===== config.mk =====
export PLATFORM = sky130hd
export DESIGN_NAME = alu_operand_stage
export DESIGN_NICKNAME = d
export VERILOG_FILES = /design/src/rtl/alu_operand_stage.sv
export SDC_FILE = /design/constraint.sdc
export NUM_CORES = 1
export LEC_CHECK = 0
export BUFFER_PORTS_ARGS = -buffer_cell sky130_fd_sc_hd__buf_2
export CORE_MARGIN = 1.5
export CORE_UTILIZATION = 60
export CTS_CLUSTER_DIAMETER = 100
export CTS_CLUSTER_SIZE = 16
export DETAILED_ROUTE_END_ITERATION = 6
export GPL_TIMING_DRIVEN = 0
export PLACE_DENSITY = 0.92
export SETUP_SLACK_MARGIN = 0.1
export SYNTH_ARGS = -nofsm -noshare
export SYNTH_HDL_FRONTEND = slang
export SYNTH_SLANG_ARGS = --single-unit

===== constraint.sdc =====
create_clock -name clk -period 4.5 [get_ports clk]
set_clock_uncertainty 0.05 [all_clocks]
set_input_delay 1.35 -clock clk [delete_from_list [all_inputs] [get_ports clk]]
set_output_delay 1.35 -clock clk [all_outputs]
set_load 0.01 [all_outputs]

===== src/rtl/alu_operand_stage.sv =====
// alu_operand_stage: sequencer around an external combinational ALU.
// Holds the register file, fetches and shifts operands, feeds the ALU,
// captures its result and zero flag, and writes the result back.
// One instruction occupies the stage for four cycles: IDLE, READ, EXEC, WB.
//
// Handshake: a request transfers on a rising edge where in_valid and
// in_ready are both high. in_ready is high only in IDLE. The requester
// must hold in_valid and the request fields stable until that edge;
// in_valid seen in any other state is ignored.
module alu_operand_stage #(
    parameter int DW   = 16,
    parameter int REGS = 8,
    localparam int RW  = (REGS > 1) ? $clog2(REGS) : 1
) (
    input  logic          clk,
    input  logic          rst_n,
    input  logic          in_valid,
    output logic          in_ready,
    input  logic [1:0]    in_op,
    input  logic [RW-1:0] in_rn,
    input  logic [RW-1:0] in_rm,
    input  logic [RW-1:0] in_rd,
    input  logic [1:0]    in_shift,
    input  logic          in_use_imm,
    input  logic [DW-1:0] in_imm,
    input  logic          in_wb_en,
    input  logic          wr_ext_en,
    input  logic [RW-1:0] wr_ext_reg,
    input  logic [DW-1:0] wr_ext_data,
    output logic [DW-1:0] alu_ain,
    output logic [DW-1:0] alu_bin,
    output logic [1:0]    alu_op,
    input  logic [DW-1:0] alu_out,
    input  logic          alu_z,
    output logic          status_z,
    output logic          done,
    input  logic [RW-1:0] dbg_sel,
    output logic [DW-1:0] dbg_data,
    output logic [1:0]    dbg_state
);

    typedef enum logic [1:0] {
        S_IDLE = 2'd0,
        S_READ = 2'd1,
        S_EXEC = 2'd2,
        S_WB   = 2'd3
    } state_e;

    state_e        state_q;
    logic          in_ready_q;
    logic          done_q;

    // Latched request fields
    logic [1:0]    op_q;
    logic [RW-1:0] rn_q;
    logic [RW-1:0] rm_q;
    logic [RW-1:0] rd_q;
    logic [1:0]    shift_q;
    logic          use_imm_q;
    logic [DW-1:0] imm_q;
    logic          wb_en_q;

    // Operand, result and flag registers
    logic [DW-1:0] a_q;
    logic [DW-1:0] b_q;
    logic [DW-1:0] c_q;
    logic          z_q;

    logic [DW-1:0] regs_q [REGS];

    logic [DW-1:0] rm_val;
    logic [DW-1:0] b_d;
    logic          wb_fire;

    // B operand: shifted R[rm], or the unshifted immediate when selected
    always_comb begin
        rm_val = regs_q[rm_q];
        b_d    = rm_val;
        case (shift_q)
            2'b01:   b_d = {rm_val[DW-2:0], 1'b0};
            2'b10:   b_d = {1'b0, rm_val[DW-1:1]};
            2'b11:   b_d = {rm_val[DW-1], rm_val[DW-1:1]};
            default: b_d = rm_val;
        endcase
        if (use_imm_q) begin
            b_d = imm_q;
        end
    end

    assign wb_fire = (state_q == S_WB) && wb_en_q;

    // Sequencer: latches the request, captures operands, result and flag
    always_ff @(posedge clk or negedge rst_n) begin
        if (!rst_n) begin
            state_q    <= S_IDLE;
            in_ready_q <= 1'b1;
            done_q     <= 1'b0;
            op_q       <= '0;
            rn_q       <= '0;
            rm_q       <= '0;
            rd_q       <= '0;
            shift_q    <= '0;
            use_imm_q  <= 1'b0;
            imm_q      <= '0;
            wb_en_q    <= 1'b0;
            a_q        <= '0;
            b_q        <= '0;
            c_q        <= '0;
            z_q        <= 1'b0;
        end else begin
            done_q <= 1'b0;
            case (state_q)
                S_IDLE: begin
                    if (in_valid) begin
                        op_q       <= in_op;
                        rn_q       <= in_rn;
                        rm_q       <= in_rm;
                        rd_q       <= in_rd;
                        shift_q    <= in_shift;
                        use_imm_q  <= in_use_imm;
                        imm_q      <= in_imm;
                        wb_en_q    <= in_wb_en;
                        in_ready_q <= 1'b0;
                        state_q    <= S_READ;
                    end
                end
                S_READ: begin
                    // Reads see the pre-edge contents; a concurrent external
                    // write to the same register lands after the capture.
                    a_q     <= regs_q[rn_q];
                    b_q     <= b_d;
                    state_q <= S_EXEC;
                end
                S_EXEC: begin
                    c_q     <= alu_out;
                    z_q     <= alu_z;
                    done_q  <= 1'b1;
                    state_q <= S_WB;
                end
                S_WB: begin
                    in_ready_q <= 1'b1;
                    state_q    <= S_IDLE;
                end
                default: begin
                    in_ready_q <= 1'b1;
                    state_q    <= S_IDLE;
                end
            endcase
        end
    end

    // Register file: external write first so a same-register writeback wins
    always_ff @(posedge clk or negedge rst_n) begin
        if (!rst_n) begin
            for (int i = 0; i < REGS; i++) begin
                regs_q[i] <= '0;
            end
        end else begin
            if (wr_ext_en) begin
                regs_q[wr_ext_reg] <= wr_ext_data;
            end
            if (wb_fire) begin
                regs_q[rd_q] <= c_q;
            end
        end
    end

    assign in_ready  = in_ready_q;
    assign done      = done_q;
    assign status_z  = z_q;
    assign alu_ain   = a_q;
    assign alu_bin   = b_q;
    assign alu_op    = op_q;
    assign dbg_data  = regs_q[dbg_sel];
    assign dbg_state = state_q;

endmodule


==> flow_metrics.py, run 1 <==
metrics = {
    "outcome": {
        "run_status": "finished with violations",
        "violations": "DRC",
    },
    "global_routing": {
        "grt_use_total": 0.378,
        "grt_overflow": 0,
        "antenna_found_initial": 1,
        "grt_pass1_vias": 10700,
        "grt_pass1_wl_um": 61400,
        "grt_start_max_net_pins": 110,
    },
    "die": {
        "num_rows": 52,
        "initial_core_util": 0.617,
        "die-height_um": 148,
        "core_area_um2": 20400,
        "io_pins": 129,
        "die_area_um2": 21900,
        "die_x_um": 148,
    },
    "power_and_ir_drop": {
        "p_leak_nw": 5.81,
        "total_power_w": 0.0109,
        "p_per_area_nw_per_um2": 778,
        "ir_drop_v": 0.000366,
    },
    "synthesis": {
        "ys_types": 38,
        "synth-seq-cells": 212,
        "ys.flop_type": "dfrtp_1",
        "ys_top_cells_by_area": "dfrtp_1, mux2i_1, mux4_2",
        "synth_top_cell_by_area": "dfrtp_1",
        "synth-edff-count": 0,
        "netlist_area_um2": 12600,
        "yosysSeqAreaShare": 0.421,
        "syn_nets": 1194,
        "yosysWarnings": 0,
        "synth-async-reset-ratio": 1.00,
        "avgSynthCellArea_um2": 11.3,
        "syn_inst": 1116,
        "synth.top_cell.area_share": 0.419,
        "yosys-top-cells-count": "dfrtp_1, mux2i_1, o21ai_0, nand2_1, mux2_2",
        "synth_most_common_cell": "dfrtp_1",
    },
    "cts": {
        "ctsRootBufferMaster": "clkbuf_16",
        "htreeDepth": 1,
        "clk_latency_ns": 0.49,
        "cts_buffers": 17,
        "clock-sinks": 212,
        "path_clk_slew_ns": 0.06,
        "cts_tree": "yes",
        "cts.path.max_buffers": 3,
    },
    "layout": {
        "area_delta_synth_final_pct": 11.1,
        "final_nets": 1322,
        "layout-drive-gt1-share": 0.278,
    },
    "worst_setup_path": {
        "critical_path.max_stage_delay_ns": 0.55,
        "start_kind": "input pin",
        "critPathKind": "input pin to primary output",
        "crit_chain": "clkbuf_2 > buf_4 > mux4_2 > mux2_2 > buf_2",
        "cp-end-kind": "primary output",
        "arrival_ns": 2.89,
        "critPathSlowestCell": "mux4_2",
        "cp_max_fo": 10,
        "cp.required_ns": 3.10,
        "cp.buffers_inverters": 3,
        "cp_top_family": "multiplexers",
    },
    "timing": {
        "hold_viol": 0,
        "fin_crit_sh": 0.954,
        "setup_violations": 0,
        "rsz0062_at_grt": "no",
        "maxSlewViolCount": 0,
        "fin_crit_ns": 4.29,
        "tightest_slew_ns": 1.11,
        "setup_ws_ns": 0.206,
        "timing.fmax_ghz": 0.233,
        "slew-limit-headroom": 0.263,
    },
    "detailed_routing": {
        "wl_per_cell_um": 27.1,
        "wl_um": 41100,
        "routed.top_layer": "met4",
        "met1_length_um": 13600,
        "wl_met3_um": 5810,
        "via_per_inst": 7.02,
        "wl_met2_um": 18600,
        "detail-route-antenna-nets": 0,
        "dr.pass1.iters": 7,
        "first_iter_violations": 1676,
        "drcViolationCount": 1,
        "dr_total_vias": 10700,
    },
    "placed_design": {
        "portBuffers": 108,
        "dp_slack_ns": -0.0658,
        "gp_congestion": 0.957,
        "dp_hpwl_um": 27300,
    },
    "run": {
        "drv_cap": 0,
    },
    "min_path": {
        "hold_path_class": "register to register",
    },
}
flip-flops by register name (all words and copies together) (netlist names), 2 cells and up:
name	count
c_q	16
shift_q	2
regs_q	128
rd_q	3
alu_ain	16
alu_bin	16
dbg_state	2
rm_q	3
alu_op	2
rn_q	3
imm_q	16
logic make-up after synthesis:
logic type               after synthesis  synth area share
multiplexers                         334             0.342
AND/OR/NAND/NOR                      201            0.0714
flip-flops                           212             0.421
adder cells (fa/ha/maj)                4           0.00397
AO/OA/AOI/OAI                        238             0.111
buffers and inverters                127            0.0507
cell usage in the layout (no fill, tap or decap), types with 2 or more instances in the layout:
master,netlist,final
nor2_1,61,61
o21ai_0,112,112
a22oi_1,15,15
nor2b_1,4,4
buf_1,16,16
nand3b_1,15,15
o22ai_1,13,13
nor3b_1,2,2
inv_1,2,2
buf_2,18,122
mux2i_1,173,173
buf_6,8,9
clkbuf_2,0,5
clkbuf_16,0,17
mux2_2,92,92
a21oi_1,79,79
buf_4,8,10
dfrtp_1,211,211
nor3_4,2,2
a221oi_2,12,12
nand4b_1,3,3
clkbuf_1,72,73
mux4_2,68,68
nand2b_1,5,5
or3_1,2,2
nand2_1,104,104
buf_12,3,3
ha_1,4,4
worst register-to-register path, stage by stage, from the launching register on:
cell and delay, ns:
dfrtp_1 0.33, clkbuf_1 0.30, clkbuf_1 0.87, mux4_2 0.45
mux2i_1 0.63, a21oi_1 0.17
worst paths after layout:
check                      startpoint      endpoint  slack [ns]  cells past startpoint
setup reg to reg              rn_q[1]    alu_ain[5]        1.56                      5
hold / removal               status_z      status_z        0.45                      1
setup / recovery           dbg_sel[0]  dbg_data[12]        0.21                      5
hold reg to reg              status_z      status_z        0.45                      1
min in group asynchronous       rst_n    regs_q[56]        0.86                      1
max in group asynchronous       rst_n     alu_op[1]        2.51                      2
metrics by stage:
stage,area [µm²],utilization,instances,hold slack [ns],TNS [ns]
2_1_floorplan,12600,-,1116,0.420,0
3_3_place_gp,13500,0.660,1494,0.432,-320.25
3_5_place_dp,13500,0.662,1495,0.440,-0.493
4_1_cts,14000,0.685,1519,0.456,0
5_1_grt,14000,0.685,1519,0.472,0
6_report,14000,0.685,1520,0.453,0
cell type report:
class / instances / area (µm²)
Antenna cell: 1 / 2.50
Buffer: 125 / 648
Clock buffer: 23 / 448
Clock inverter: 1 / 16.3
Fill cell: 1481 / 6430
Inverter: 2 / 7.51
Multi-Input combinational cell: 777 / 6650
Sequential cell: 212 / 5310
Tap cell: 270 / 338
Timing Repair Buffer: 109 / 578
per-layer routing:
metal  global-route usage  up-vias
met4                0.245        0
met2                0.579      991
met1                0.470     5098
li1                     -     4320
met5                    0        -
met3                0.112      266
power breakdown:
group	leakage, nW	internal, W	total [W]	switching (W)
clock network	0.223	0.000700	0.00141	0.000709
logic	3.18	0.00262	0.00574	0.00312
registers	2.41	0.00288	0.00374	0.000864
total	5.81	0.00619	0.0109	0.00469
what timing repair did:
action | 4_1_cts | 5_1_grt
hold buffers | 0 | 0
resized for setup | 8 | 2
endpoints found under the setup margin | 16 | 9
setup buffers | 0 | 0
No activity file was read; power rests on OpenSTA's default activity.
==> run 2, diff against run 1 <==
- CORE_UTILIZATION: 60 -> 45
- PLACE_DENSITY: 0.92 -> 0.75
==> flow_metrics.py, run 2 (synthesized netlist as in run 1, its figures left out) <==
metrics = {
    "outcome": {
        "run_status": "finished clean",
    },
    "die": {
        "die_area_um2": 29000,
        "core_area_um2": 27700,
        "die-height_um": 170,
        "num_rows": 61,
        "die_x_um": 170,
        "initial_core_util": 0.455,
        "io_pins": 129,
    },
    "global_routing": {
        "grt_overflow": 0,
        "grt.met3_usage": 0.0505,
        "grt_start_max_net_pins": 118,
        "grt_pass1_wl_um": 57300,
        "met1_usage": 0.356,
        "grt_pass1_vias": 9589,
        "antenna_found_initial": 0,
        "use_met2": 0.416,
        "busiest_layer": "met2",
        "grt_use_total": 0.260,
    },
    "power_and_ir_drop": {
        "combPwrFrac": 0.522,
        "p_leak_nw": 5.81,
        "clock_power_share": 0.131,
        "pwr-share-seq": 0.346,
        "swShare": 0.421,
        "ir_drop_v": 0.000335,
        "cell_internal_pwr_w": 0.00619,
        "p_switching_w": 0.00450,
        "p_per_area_nw_per_um2": 756,
    },
    "detailed_routing": {
        "via_per_inst": 6.10,
        "dr_total_vias": 9923,
        "drcViolationCount": 0,
        "detail-route-antenna-nets": 0,
        "wl_per_cell_um": 23.2,
        "first_iter_violations": 1163,
        "dr.pass1.iters": 5,
        "wl_um": 37700,
    },
    "placed_design": {
        "gp_congestion": 0.948,
        "dp_hpwl_um": 27600,
        "dp_cells": 1603,
        "portBuffers": 108,
    },
    "layout": {
        "layout_common_cells": "dfrtp_1, mux2i_1, buf_2",
        "stdcell_count": 1627,
        "layout-drive-gt1-share": 0.277,
        "nFillCells": 2419,
        "finalCoreUtilization": 0.510,
        "diodes": 0,
        "final_nets": 1322,
        "area_delta_synth_final_pct": 12.2,
        "mostFrequentLayoutCell": "dfrtp_1",
        "largest_reg_flops": 128,
        "regMostFlops": "regs_q",
    },
    "min_path": {
        "hold_start": "alu_op[0]",
        "holdPathStages": 1,
        "min_to": "alu_op[0]",
        "hold_path_class": "register to register",
    },
    "worst_setup_path": {
        "arrival_ns": 2.91,
        "cp.required_ns": 3.10,
        "r2r_start": "dbg_state[0]",
        "start_kind": "input pin",
        "cp-end-kind": "primary output",
        "rr_worst_depth": 5,
        "critPathKind": "input pin to primary output",
        "r2r-end": "c_q[9]",
        "cp_max_fo": 10,
        "r2r_slack_ns": 1.86,
    },
    "cts": {
        "ctsRootBufferMaster": "clkbuf_16",
        "clk_latency_ns": 0.50,
        "postCtsHoldBufs": 0,
        "htreeDepth": 1,
        "path_clk_slew_ns": 0.07,
        "cts_buffers": 17,
        "cts.path.max_buffers": 3,
        "cts_tree": "yes",
        "clock-sinks": 212,
    },
    "timing": {
        "fin_crit_sh": 0.957,
        "maxSlewViolCount": 0,
        "hold_viol": 0,
        "fin_crit_ns": 4.31,
        "rsz0062_at_grt": "no",
        "timing.fmax_ghz": 0.232,
        "slew-limit-headroom": 0.394,
        "tightest_slew_ns": 0.908,
        "setup_violations": 0,
    },
    "run": {
        "drv_cap": 0,
    },
}
[run 2: per-layer routing]
| metal | part of all wire | wire length (µm) | vias up |
|---|---|---|---|
| li1 | - | - | 4332 |
| met1 | 0.40 | 15300 | 4889 |
| met2 | 0.46 | 17300 | 617 |
| met3 | 0.11 | 3970 | 85 |
| met4 | 0.031 | 1170 | 0 |
| met5 | 0 | 0 | - |
[run 2: worst max-delay path by stage]
stage | depth (start not counted) | slack, ns | startpoint | endpoint
floorplan | 4 | 0.42 | dbg_sel[0] | dbg_data[0]
global placement | 1 | -1.67 | rst_n | c_q[10]
detailed placement | 5 | -0.1 | dbg_sel[0] | dbg_data[12]
CTS | 5 | 0.15 | dbg_sel[1] | dbg_data[12]
global route | 4 | 0.16 | dbg_sel[2] | dbg_data[12]
finish | 4 | 0.19 | dbg_sel[2] | dbg_data[12]
[run 2: cell type report]
type / instances / area, µm² / area share
clock inverters: 1 / 16.3 / 0.00115
well taps: 378 / 473 / 0.0335
inverters: 2 / 7.51 / 0.000531
multi-input cells: 777 / 6650 / 0.471
flip-flops and latches: 212 / 5310 / 0.375
clock buffers: 23 / 448 / 0.0317
plain buffers: 125 / 651 / 0.0460
repair buffers: 109 / 578 / 0.0409
[run 2: metrics by stage]
stage	cell area [µm²]	total power [W]	hold WS [ns]	setup slack, ns	TNS (ns)
after floorplan	12600	0.00743	0.420	0.420	0
after global placement	13600	0.00897	0.430	-1.67	-348.47
after detailed placement	13600	0.00916	0.434	-0.0970	-0.782
after CTS	14100	0.0106	0.455	0.154	0
after global routing	14100	0.0113	0.472	0.162	0
final	14100	0.0107	0.450	0.192	0
[run 2: critical path, stage by stage]
cell and delay, ns:
buf_1 0.42, clkbuf_1 0.53, mux2_2 0.45, buf_2 0.15
[run 2: power groups by stage]
stage / logic [W] / registers [W] / clock network (W)
after floorplan: 0.00393 / 0.00350 / 0
after global placement: 0.00536 / 0.00361 / 0
after detailed placement: 0.00548 / 0.00368 / 0
after CTS: 0.00551 / 0.00366 / 0.00142
after global routing: 0.00598 / 0.00381 / 0.00148
final: 0.00559 / 0.00370 / 0.00140
[run 2: repair_timing]
item,4_1_cts,5_1_grt
setup buffers,0,0
setup endpoints to repair,16,1
gates resized for setup,8,2
pin swaps,0,0
==> run 3, diff against run 2 <==
- BUFFER_PORTS_ARGS: -buffer_cell sky130_fd_sc_hd__buf_2 -> -buffer_cell sky130_fd_sc_hd__buf_4
==> flow_metrics.py, run 3 (synthesized netlist as in run 1, its figures left out) <==
metrics = {
    "outcome": {
        "run_status": "finished clean",
    },
    "layout": {
        "layout_common_cells": "dfrtp_1, mux2i_1, buf_4",
        "regMostFlops": "regs_q",
        "area_delta_synth_final_pct": 14.5,
        "largest_reg_flops": 128,
        "stdcell_count": 1629,
        "layout-drive-gt1-share": 0.278,
        "nFillCells": 2415,
        "finalCoreUtilization": 0.521,
        "finalInstanceArea_um2": 14400,
        "multi_input_area_um2": 6650,
        "mostFrequentLayoutCell": "dfrtp_1",
        "layout.area.seq_um2": 5310,
        "final_nets": 1323,
    },
    "worst_setup_path": {
        "rr_worst_depth": 5,
        "critical_path_depth": 5,
        "r2r_slack_ns": 1.90,
        "critPathKind": "input pin to primary output",
        "worstSetupEndpoint": "dbg_data[12]",
        "crit_chain": "clkbuf_2 > buf_4 > mux4_2 > mux2_2 > buf_4",
        "critical_path.max_stage_delay_ns": 0.58,
        "cp-end-kind": "primary output",
        "arrival_ns": 2.94,
        "r2r_start": "dbg_state[0]",
        "cp.buffers_inverters": 3,
        "cp_top_family": "multiplexers",
        "r2r-end": "c_q[9]",
        "crit_start": "dbg_sel[0]",
        "cpMostUsedCell": "buf_4",
        "cp.required_ns": 3.10,
        "cp_max_fo": 10,
        "start_kind": "input pin",
        "critPathSlowestCell": "mux4_2",
    },
    "placed_design": {
        "dp_hpwl_um": 27500,
        "dp_cells": 1604,
        "gp_congestion": 0.930,
        "post_dp_cell_area_um2": 13900,
        "portBuffers": 108,
    },
    "die": {
        "die_x_um": 170,
        "die_area_um2": 29000,
        "initial_core_util": 0.455,
        "core_area_um2": 27700,
        "num_rows": 61,
        "io_pins": 129,
        "die-height_um": 170,
    },
    "timing": {
        "timing.fmax_ghz": 0.231,
        "maxSlewViolCount": 0,
        "setup_violations": 0,
        "tightest_slew_ns": 0.864,
        "hold_viol": 0,
        "slew-limit-headroom": 0.424,
        "fin_crit_ns": 4.34,
        "rsz0062_at_grt": "no",
        "fin_crit_sh": 0.964,
    },
    "cts": {
        "post-cts-setup-buffer-count": 0,
        "path_clk_slew_ns": 0.06,
        "clk_latency_ns": 0.48,
        "clock-sinks": 212,
        "cts.path.max_buffers": 3,
        "htreeDepth": 1,
        "cts_buffers": 17,
        "postCtsHoldBufs": 0,
        "cts_tree": "yes",
        "ctsRootBufferMaster": "clkbuf_16",
        "cts_resized": 6,
    },
    "detailed_routing": {
        "detail-route-antenna-nets": 0,
        "drcViolationCount": 0,
        "via_per_inst": 6.03,
        "wl_per_cell_um": 23.3,
        "first_iter_violations": 1068,
        "wl_um": 37900,
        "dr_total_vias": 9824,
        "dr.pass1.iters": 7,
    },
    "power_and_ir_drop": {
        "combPwrFrac": 0.527,
        "clock_power_share": 0.129,
        "p_per_area_nw_per_um2": 751,
        "pwr-share-seq": 0.344,
        "p_switching_w": 0.00451,
        "p_leak_nw": 5.93,
        "ir_drop_v": 0.000332,
        "swShare": 0.416,
        "cell_internal_pwr_w": 0.00633,
    },
    "global_routing": {
        "grt_use_total": 0.266,
        "grt_pass1_vias": 9809,
        "antenna_found_initial": 0,
        "grt_overflow": 0,
        "grt_start_max_net_pins": 124,
        "grt_pass1_wl_um": 58200,
    },
    "min_path": {
        "hold_path_class": "register to register",
    },
    "run": {
        "drv_cap": 0,
    },
}
## run 3: changes by cell type in the layout (fill, tap and decap cells not counted), sizes merged
cell   before  now
buf       162  163
diode       0    1
## run 3: layout make-up
cell class	count	area share
clock inverter	1	0.00113
inverter	2	0.000520
multi-input combinational	777	0.461
buffer	125	0.0448
sequential	212	0.368
antenna	1	0.000173
clock buffer	23	0.0310
tap	378	0.0328
timing repair buffer	110	0.0605
## run 3: power by group through the flow
| stage | clock network, W | logic (W) | registers [W] |
|---|---|---|---|
| after floorplan | 0 | 0.00393 | 0.00350 |
| after global placement | 0 | 0.00549 | 0.00363 |
| after detailed placement | 0 | 0.00561 | 0.00371 |
| after CTS | 0.00143 | 0.00564 | 0.00368 |
| after global routing | 0.00149 | 0.00614 | 0.00382 |
| final | 0.00140 | 0.00571 | 0.00373 |
## run 3: stage by stage
step / worst slack [ns] / setup TNS (ns) / total power (W) / hold WS, ns
floorplan: 0.420 / 0 / 0.00743 / 0.420
global placement: -0.0929 / -0.928 / 0.00912 / 0.431
detailed placement: -0.0964 / -0.911 / 0.00931 / 0.435
CTS: 0.104 / 0 / 0.0107 / 0.460
global route: 0.165 / 0 / 0.0115 / 0.477
finish: 0.162 / 0 / 0.0108 / 0.454
## run 3: worst min path at each step
stage / to / depth (start not counted) / slack [ns] / from
after floorplan: imm_q[10] / 1 / 0.42 / imm_q[10]
after global placement: imm_q[13] / 1 / 0.43 / imm_q[13]
after detailed placement: imm_q[2] / 1 / 0.43 / imm_q[2]
after CTS: imm_q[12] / 1 / 0.46 / imm_q[12]
after global routing: imm_q[8] / 1 / 0.48 / imm_q[8]
final: imm_q[11] / 1 / 0.45 / imm_q[11]
## run 3: worst reg2reg max path: stages (launching register included)
cell and delay (ns):
dfrtp_1 0.43, inv_1 0.10, ha_1 0.18, clkbuf_1 0.58
clkbuf_1 0.72, mux2_2 0.42
## run 3: per-layer routing
layer	vias up	GRT usage	routed length (µm)
li1	4336	-	-
met1	4832	0.360	15200
met2	562	0.414	17500
met3	94	0.0614	3900
met4	0	0.104	1360
met5	-	0	0
